File: src/rtl/stream_mux_pkg.sv
// stream_mux_pkg
// Shared constants and helpers for the stream multiplexer slice.
//   MODE_FIXED / MODE_RR : arbitration mode selectors for the MODE parameter
//   clog2()              : ceiling log2, used to size channel indices
//   chan_width()         : index width, never narrower than one bit
package stream_mux_pkg;

  localparam int MODE_FIXED = 0;
  localparam int MODE_RR    = 1;

  function automatic int clog2(input int value);
    int result;
    int remaining;
    result    = 0;
    remaining = value - 1;
    while (remaining > 0) begin
      result++;
      remaining = remaining >> 1;
    end
    return result;
  endfunction

  // A single-channel mux still needs a one-bit index port.
  function automatic int chan_width(input int channels);
    return (clog2(channels) > 1) ? clog2(channels) : 1;
  endfunction

endpackage

File: src/rtl/rr_arbiter.sv
// rr_arbiter
// Purely combinational arbiter selecting one requester per cycle.
//   req       : in  CHANNELS  request vector
//   ptr       : in  CW        last granted index (round-robin mode only)
//   grant     : out CHANNELS  one-hot grant, zero when nothing requests
//   grant_idx : out CW        encoded index of the granted channel
// MODE_FIXED gives the lowest requesting index; MODE_RR searches upward
// from ptr+1 and wraps back to ptr.
module rr_arbiter
  import stream_mux_pkg::*;
#(
  parameter  int CHANNELS = 4,
  parameter  int MODE     = MODE_FIXED,
  localparam int CW       = chan_width(CHANNELS)
) (
  input  logic [CHANNELS-1:0] req,
  input  logic [CW-1:0]       ptr,
  output logic [CHANNELS-1:0] grant,
  output logic [CW-1:0]       grant_idx
);

  logic          found;
  logic [CW-1:0] start;

  // The wrapped search is split into two ascending passes: first the
  // channels above the start point, then those at or below it. Fixed
  // priority is the same search with the start pinned to the top channel,
  // which leaves only the second pass and therefore lowest-index-wins.
  always_comb begin
    grant     = '0;
    grant_idx = '0;
    found     = 1'b0;
    start     = (MODE == MODE_RR) ? ptr : CW'(CHANNELS - 1);
    for (int i = 0; i < CHANNELS; i++) begin
      if (!found && req[i] && (CW'(i) > start)) begin
        found     = 1'b1;
        grant[i]  = 1'b1;
        grant_idx = CW'(i);
      end
    end
    for (int i = 0; i < CHANNELS; i++) begin
      if (!found && req[i] && (CW'(i) <= start)) begin
        found     = 1'b1;
        grant[i]  = 1'b1;
        grant_idx = CW'(i);
      end
    end
  end

endmodule

File: src/rtl/stream_mux.sv
// stream_mux
// N-to-1 valid/ready stream multiplexer with a registered output stage.
//   clk       : in  1               rising-edge clock
//   rst_n     : in  1               asynchronous active-low reset
//   in_valid  : in  CHANNELS        per-channel beat available
//   in_data   : in  CHANNELS*WIDTH  channel i at [i*WIDTH +: WIDTH]
//   in_ready  : out CHANNELS        per-channel beat accepted this cycle
//   out_valid : out 1               registered beat present
//   out_data  : out WIDTH           registered beat data
//   out_chan  : out CW              source channel of the current beat
//   out_ready : in  1               consumer accepts the beat
// The output register reloads whenever it is empty or being drained, so
// back-to-back beats flow at one per cycle with no bubbles.
module stream_mux
  import stream_mux_pkg::*;
#(
  parameter  int WIDTH    = 32,
  parameter  int CHANNELS = 4,
  parameter  int MODE     = MODE_FIXED,
  localparam int CW       = chan_width(CHANNELS)
) (
  input  logic                      clk,
  input  logic                      rst_n,
  input  logic [CHANNELS-1:0]       in_valid,
  input  logic [CHANNELS*WIDTH-1:0] in_data,
  output logic [CHANNELS-1:0]       in_ready,
  output logic                      out_valid,
  output logic [WIDTH-1:0]          out_data,
  output logic [CW-1:0]             out_chan,
  input  logic                      out_ready
);

  logic                load;
  logic [CHANNELS-1:0] grant;
  logic [CW-1:0]       grant_idx;
  logic [CW-1:0]       ptr;
  logic [WIDTH-1:0]    sel_data;

  rr_arbiter #(
    .CHANNELS (CHANNELS),
    .MODE     (MODE)
  ) u_arbiter (
    .req       (in_valid),
    .ptr       (ptr),
    .grant     (grant),
    .grant_idx (grant_idx)
  );

  assign load = !out_valid || out_ready;

  // The empty output register would otherwise advertise ready while reset
  // is held, so acceptance is also gated by rst_n.
  assign in_ready = (rst_n && load) ? grant : '0;

  // grant is one-hot, so an AND-OR mux picks the winning channel's data.
  always_comb begin
    sel_data = '0;
    for (int i = 0; i < CHANNELS; i++) begin
      if (grant[i]) begin
        sel_data = sel_data | in_data[i*WIDTH +: WIDTH];
      end
    end
  end

  // When the slot frees up with no requester, only the valid flag drops;
  // data and channel keep the last beat. ptr moves only on an accepted
  // beat and starts at the top channel so channel 0 is searched first.
  always_ff @(posedge clk or negedge rst_n) begin
    if (!rst_n) begin
      out_valid <= 1'b0;
      out_data  <= '0;
      out_chan  <= '0;
      ptr       <= CW'(CHANNELS - 1);
    end else if (load) begin
      if (|grant) begin
        out_valid <= 1'b1;
        out_data  <= sel_data;
        out_chan  <= grant_idx;
        if (MODE == MODE_RR) begin
          ptr <= grant_idx;
        end
      end else begin
        out_valid <= 1'b0;
      end
    end
  end

endmodule

File: config.mk
export PLATFORM = sky130hd
export DESIGN_NAME = stream_mux
export DESIGN_NICKNAME = d
export VERILOG_FILES = /design/src/rtl/stream_mux_pkg.sv /design/src/rtl/rr_arbiter.sv /design/src/rtl/stream_mux.sv
export SDC_FILE = /design/constraint.sdc
export NUM_CORES = 1
export LEC_CHECK = 0
export CAP_MARGIN = 20
export CORE_UTILIZATION = 50
export CTS_BUF_LIST = sky130_fd_sc_hd__clkbuf_4 sky130_fd_sc_hd__clkbuf_8
export CTS_CLUSTER_DIAMETER = 150
export DETAILED_ROUTE_END_ITERATION = 6
export DONT_BUFFER_PORTS = 1
export GPL_ROUTABILITY_DRIVEN = 0
export PLACE_DENSITY = 0.73
export SLEW_MARGIN = 30
export SYNTH_ARGS = -nofsm -noshare
export SYNTH_HDL_FRONTEND = slang
export SYNTH_HIERARCHICAL = 1
export SYNTH_SLANG_ARGS = --single-unit
File: constraint.sdc
create_clock -name clk -period 3.21 [get_ports clk]
set_input_delay 0.642 -clock clk [delete_from_list [all_inputs] [get_ports clk]]
set_output_delay 0.642 -clock clk [all_outputs]
set_load 0.02 [all_outputs]
==> results of run 1 <==
-- per-stage QoR --
stage / cell area (µm²) / hold WS [ns] / total power, mW
after floorplan: 2215 / 0.3464 / 0.9202
after global placement: 2221 / 0.3471 / 0.9469
after detailed placement: 2221 / 0.3470 / 0.9638
after CTS: 2308 / 0.03903 / 1.288
after global routing: 2308 / 0.02780 / 1.333
final: 2308 / 0.04963 / 1.276
-- power by group through the flow --
stage	combinational, mW	sequential [mW]	clock, mW
after floorplan	0.233	0.687	0
final	0.253	0.702	0.321
after CTS	0.256	0.703	0.329
after detailed placement	0.254	0.710	0
after global routing	0.275	0.711	0.347
after global placement	0.241	0.706	0
-- flip-flops by register name (all words and copies together) (netlist names) --
name,count
out_valid,1
out_chan,2
out_data,32
-- layout make-up --
class / count / area (µm²) / share of cell area
multi-input cells: 145 / 1232 / 0.5339
flip-flops and latches: 35 / 875.8 / 0.3794
clock buffers: 6 / 82.58 / 0.03577
well taps: 50 / 62.56 / 0.02710
repair buffers: 4 / 42.54 / 0.01843
inverters: 2 / 7.507 / 0.003252
clock inverters: 1 / 5.005 / 0.002168
-- worst register-to-register path, cell delays in order (launching register included) --
cell     delay [ns]
dfrtp_1        0.50
a21oi_4        0.19
buf_12         0.27
mux2_2         0.39
-- how the worst min path moves through the flow --
stage           from                        to  slack [ns]  depth (start not counted)
3_3_place_gp   rst_n  out_data[25]$_DFFE_PN0P_        0.35                          0
2_1_floorplan  rst_n   out_chan[0]$_DFFE_PN0P_        0.35                          0
3_5_place_dp   rst_n  out_data[27]$_DFFE_PN0P_        0.35                          0
4_1_cts        rst_n  out_data[18]$_DFFE_PN0P_        0.04                          0
6_report       rst_n   out_data[8]$_DFFE_PN0P_        0.05                          0
5_1_grt        rst_n   out_data[4]$_DFFE_PN0P_        0.03                          0
-- per-layer routing --
layer | GRT usage | wire length (µm) | vias to the layer above
met5 | 0 | 0 | -
met4 | 0.07552 | 38 | 0
met3 | 0.07072 | 409 | 4
met2 | 0.4436 | 3177 | 118
met1 | 0.2503 | 2206 | 824
li1 | - | - | 742
-- placed cells by master, fill, tap and decap left out --
master and n:
and3_1 4, clkbuf_8 6, nor3_4 1, clkinv_2 1, buf_12 1, nor2_2 1, nor2_1 1, nand2_1 34
dfrtp_1 35, a21oi_2 1, a22oi_1 64, inv_1 2, mux2_2 4, a21oi_4 1, nand2b_4 1, mux2_4 30
nor3b_2 1, nor4_4 1, buf_4 3, nor3_1 1
==> results.sh, run 1 <==
export IMPL_cts_setup_buffers=0
export IMPL_dp_hpwl_um=4126
export IMPL_root_buffer="clkbuf_8"
export IMPL_r2r_start="out_valid$_DFFE_PN0N_"
export IMPL_clock_latency_ns=0.28
export IMPL_setup_tns_ns=0
export IMPL_p_leak_nw=1.063
export IMPL_drv_cap=0
export IMPL_routed_via_density=6.947
export IMPL_cp_depth=3
export IMPL_clkPwrFrac=0.251
export IMPL_cts_root_to_sink_buffers=2
export IMPL_synth_area_um2=2215
export IMPL_post_route_util=0.5610
export IMPL_dr_pass1_iters=4
export IMPL_crit_fanout=14
export IMPL_place_port_buffers=0
export IMPL_seq_power_share=0.550
export IMPL_syn_inst=202
export IMPL_startpoint="in_valid[2]"
export IMPL_status="finished, final reports clean"
export IMPL_finalNetCount=328
export IMPL_arrival_ns=1.69
export IMPL_htreeDepth=2
export IMPL_crit_required_ns=2.57
export IMPL_antenna_cells=0
export IMPL_setup_viol=0
export IMPL_drv_slew=0
export IMPL_path_buf_inv=0
export IMPL_cts_resized=0
export IMPL_max_freq_mhz=428.1
export IMPL_period_share=0.7277
export IMPL_wl_per_cell_um=24.00
export IMPL_power_density_nw_per_um2=552.9
export IMPL_worst_clock_skew_ns=0.009501
export IMPL_layout_setup_ws_ns=0.8742
export IMPL_syn_num_nets=337
export IMPL_crit_end="in_ready[3]"
export IMPL_rrSetupSlack_ns=1.76
export IMPL_vdd_drop_max_v=0.0002420
export IMPL_pre_cts_ws_ns=0.8633
export IMPL_critPathSlowestCell="nor3_4"
export IMPL_worstSetupStartpointType="input port"
export IMPL_dp_cells=236
export IMPL_grt_overflow_total=0
export IMPL_drc=0
export IMPL_die_h_um=68.55
export IMPL_die_width_um=68.55
export IMPL_grt_pass1_vias=1618
export IMPL_dr_total_vias=1688
export IMPL_grt_usage=0.2368
export IMPL_initialDrtViolationCount=84
export IMPL_p_int_mw=0.8547
export IMPL_dieArea_um2=4699
export IMPL_reg2regPathDepth=3
export IMPL_initial_core_util=0.5382
export IMPL_comb_power_share=0.198
export IMPL_finalNonFillerCells=243
export IMPL_placementRows=23
export IMPL_clk_pin_slew_ns=0.07
export IMPL_worstMarginPinSlew_ns=0.6677
export IMPL_worst_setup_path_end_kind="output pin"
export IMPL_netSwitchingFraction=0.3304
export IMPL_grt_antenna_before_repair=0
export IMPL_power_switching_mw=0.4217
export IMPL_rsz0062_at_grt="no"
export IMPL_io_pins=174
export IMPL_hold_violations=0
export IMPL_yosysWarnings=10
export IMPL_hold_buffers=0
export IMPL_cts_buffers=5
export IMPL_hold_path_class="in -> async"
export IMPL_cts_tree="yes"
export IMPL_area_growth_pct=4.237
export IMPL_grt_max_degree=40
export IMPL_crit_family="simple AND/OR/NAND/NOR gates"
export IMPL_wl_um=5832
export IMPL_grt_pass1_wl_um=7879
export IMPL_slew_headroom=0.5534
export IMPL_crit_chain="nand2b_4 -> nor3_4 -> and3_1"
export IMPL_drive_above_1_share=0.2694
export IMPL_min_period_ns=2.336
export IMPL_max_stage_delay_ns=0.52
export IMPL_cts_sinks=35
export IMPL_ant_nets=0
export IMPL_syn_avg_cell_area_um2=10.96
export IMPL_worstReg2RegEnd="out_data[20]$_DFFE_PN0P_"
export IMPL_coreArea_um2=4115
export IMPL_fill_cells=347
export IMPL_worst_setup_path_type="in -> out"
Power figures use the tool's default switching activity.
==> inputs of run 2 (changes only) <==
--- a/config.mk
+++ b/config.mk
@@ -12,7 +12,7 @@
 export DETAILED_ROUTE_END_ITERATION = 6
 export DONT_BUFFER_PORTS = 1
 export GPL_ROUTABILITY_DRIVEN = 0
-export PLACE_DENSITY = 0.73
+export PLACE_DENSITY = 0.76
 export SLEW_MARGIN = 30
 export SYNTH_ARGS = -nofsm -noshare
 export SYNTH_HDL_FRONTEND = slang
==> constraint.sdc (replaced) <==
create_clock -name clk -period 2.1 [get_ports clk]
set_input_delay 0.42 -clock clk [delete_from_list [all_inputs] [get_ports clk]]
set_output_delay 0.42 -clock clk [all_outputs]
set_load 0.02 [all_outputs]
==> run 2 against run 1 <==
Net effect: setup slack lost 0.53 ns; critical path type unchanged; sequential share of layout area shrank 0.65 points; largest power group unchanged; utilization grew 0.97 points; sequential power grew 54%.
==> results.sh, run 2 (synthesis gave the netlist of run 1 again) <==
export IMPL_max_freq_mhz=570.3
export IMPL_coreArea_um2=4115
export IMPL_htreeDepth=2
export IMPL_seq_power_share=0.547
export IMPL_r2r_start="out_valid$_DFFE_PN0N_"
export IMPL_p_leak_nw=1.087
export IMPL_die_width_um=68.55
export IMPL_wl_per_cell_um=23.44
export IMPL_busiest_layer="met2"
export IMPL_worst_setup_path_end_kind="output pin"
export IMPL_grt_max_degree=40
export IMPL_layout_setup_ws_ns=0.3466
export IMPL_cts_root_to_sink_buffers=2
export IMPL_cts_tree="yes"
export IMPL_clk_pin_slew_ns=0.07
export IMPL_cts_buffers=5
export IMPL_multiInputGateArea_um2=1232
export IMPL_clock_latency_ns=0.28
export IMPL_wl_um=5813
export IMPL_worstSetupStartpointType="input port"
export IMPL_status="finished, final reports clean"
export IMPL_routed_via_density=6.887
export IMPL_drv_cap=0
export IMPL_final_cell_mix="a22oi_1 (64), dfrtp_1 (35), nand2_1 (34)"
export IMPL_hold_path_class="in -> reg"
export IMPL_power_switching_mw=0.6594
export IMPL_worst_clock_skew_ns=0.008076
export IMPL_dr_total_vias=1708
export IMPL_regMostFlops="out_data"
export IMPL_rrSetupSlack_ns=0.58
export IMPL_dp_hpwl_um=4272
export IMPL_finalNetCount=333
export IMPL_period_share=0.8350
export IMPL_worstMarginPinSlew_ns=0.3501
export IMPL_placementRows=23
export IMPL_initialDrtViolationCount=80
export IMPL_crit_fanout=16
export IMPL_startpoint="in_valid[1]"
export IMPL_cts_sinks=35
export IMPL_io_pins=174
export IMPL_antenna_cells=0
export IMPL_arrival_ns=1.33
export IMPL_setup_viol=0
export IMPL_slew_headroom=0.7666
export IMPL_dieArea_um2=4699
export IMPL_largestRegisters="out_data: 32 flops, out_chan: 2 flops, out_valid: 1 flops"
export IMPL_setup_tns_ns=0
export IMPL_fill_cells=342
export IMPL_grt_pass1_vias=1706
export IMPL_ant_nets=0
export IMPL_reg2regPathDepth=3
export IMPL_rsz0062_at_grt="no"
export IMPL_power_density_nw_per_um2=839.1
export IMPL_clkPwrFrac=0.247
export IMPL_die_h_um=68.55
export IMPL_grtUsageMet1=0.2323
export IMPL_grt_pass1_wl_um=7838
export IMPL_drive_above_1_share=0.2828
export IMPL_grt_usage=0.2349
export IMPL_p_int_mw=1.311
export IMPL_netSwitchingFraction=0.3346
export IMPL_grt_met3_usage=0.06414
export IMPL_pre_cts_ws_ns=0.2722
export IMPL_cts_resized=0
export IMPL_worstReg2RegEnd="out_data[19]$_DFFE_PN0P_"
export IMPL_grt_antenna_before_repair=0
export IMPL_met2_usage=0.4571
export IMPL_largest_register_ff_count=32
export IMPL_regArea_um2=875.8
export IMPL_grt_overflow_total=0
export IMPL_area_growth_pct=6.045
export IMPL_worst_setup_path_type="in -> out"
export IMPL_initial_core_util=0.5382
export IMPL_layout_commonest_cell="a22oi_1"
export IMPL_drc=0
export IMPL_dr_pass1_iters=4
export IMPL_comb_power_share=0.206
export IMPL_place_port_buffers=0
export IMPL_crit_required_ns=1.68
export IMPL_vdd_drop_max_v=0.0004658
export IMPL_crit_end="in_ready[2]"
export IMPL_min_period_ns=1.753
export IMPL_hold_violations=0
export IMPL_root_buffer="clkbuf_8"
export IMPL_drv_slew=0
run 2: cell count changes in the layout (fill, tap and decap cells not counted):
cell and delta:
buf_4 +4, dlygate4sd3_1 +1
run 2: final cells by class:
type / count / share of cell area
sequential: 35 / 0.3729
clock buffer: 6 / 0.03516
timing repair buffer: 9 / 0.03516
clock inverter: 1 / 0.002131
tap: 50 / 0.02664
inverter: 2 / 0.003197
multi-input combinational: 145 / 0.5248
run 2: worst max-delay path, stage by stage:
cell and delay [ns]:
nor3b_2 0.32, buf_4 0.29, and3_1 0.30
run 2: per-layer routing:
metal	wire length (µm)	part of all wire	up-vias
met2	3198	0.55	114
met5	0	0	-
met3	426	0.073	11
met1	2088	0.36	834
li1	-	-	749
met4	100	0.017	0
run 2: power by group through the flow:
stage / registers [mW] / clock network [mW] / logic, mW
floorplan: 1.05 / 0 / 0.356
global placement: 1.08 / 0 / 0.363
detailed placement: 1.09 / 0 / 0.389
CTS: 1.08 / 0.500 / 0.410
global route: 1.10 / 0.542 / 0.439
finish: 1.08 / 0.488 / 0.405
run 2: how the worst min path moves through the flow:
stage | startpoint | end | slack, ns | depth (start not counted)
6_report | in_valid[0] | out_valid$_DFFE_PN0N_ | 0.26 | 2
5_1_grt | in_valid[0] | out_valid$_DFFE_PN0N_ | 0.25 | 2
4_1_cts | in_valid[0] | out_valid$_DFFE_PN0N_ | 0.25 | 2
3_5_place_dp | rst_n | out_data[16]$_DFFE_PN0P_ | 0.12 | 0
3_3_place_gp | rst_n | out_data[16]$_DFFE_PN0P_ | 0.13 | 0
2_1_floorplan | rst_n | out_chan[0]$_DFFE_PN0P_ | 0.12 | 0
run 2: metrics by stage:
step / hold WS (ns) / util / cells / power, mW / instance area (µm²)
detailed placement: 0.1249 / 0.5421 / 239 / 1.477 / 2231
global placement: 0.1251 / 0.5421 / 239 / 1.446 / 2231
global route: 0.2536 / 0.5707 / 248 / 2.076 / 2349
floorplan: 0.1244 / - / 202 / 1.407 / 2215
CTS: 0.2509 / 0.5707 / 248 / 1.989 / 2349
finish: 0.2620 / 0.5707 / 248 / 1.971 / 2349
run 2: timing repair:
action,CTS,global route
hold buffers,2,0
buffers inserted,0,0
endpoints found under the hold margin,35,0
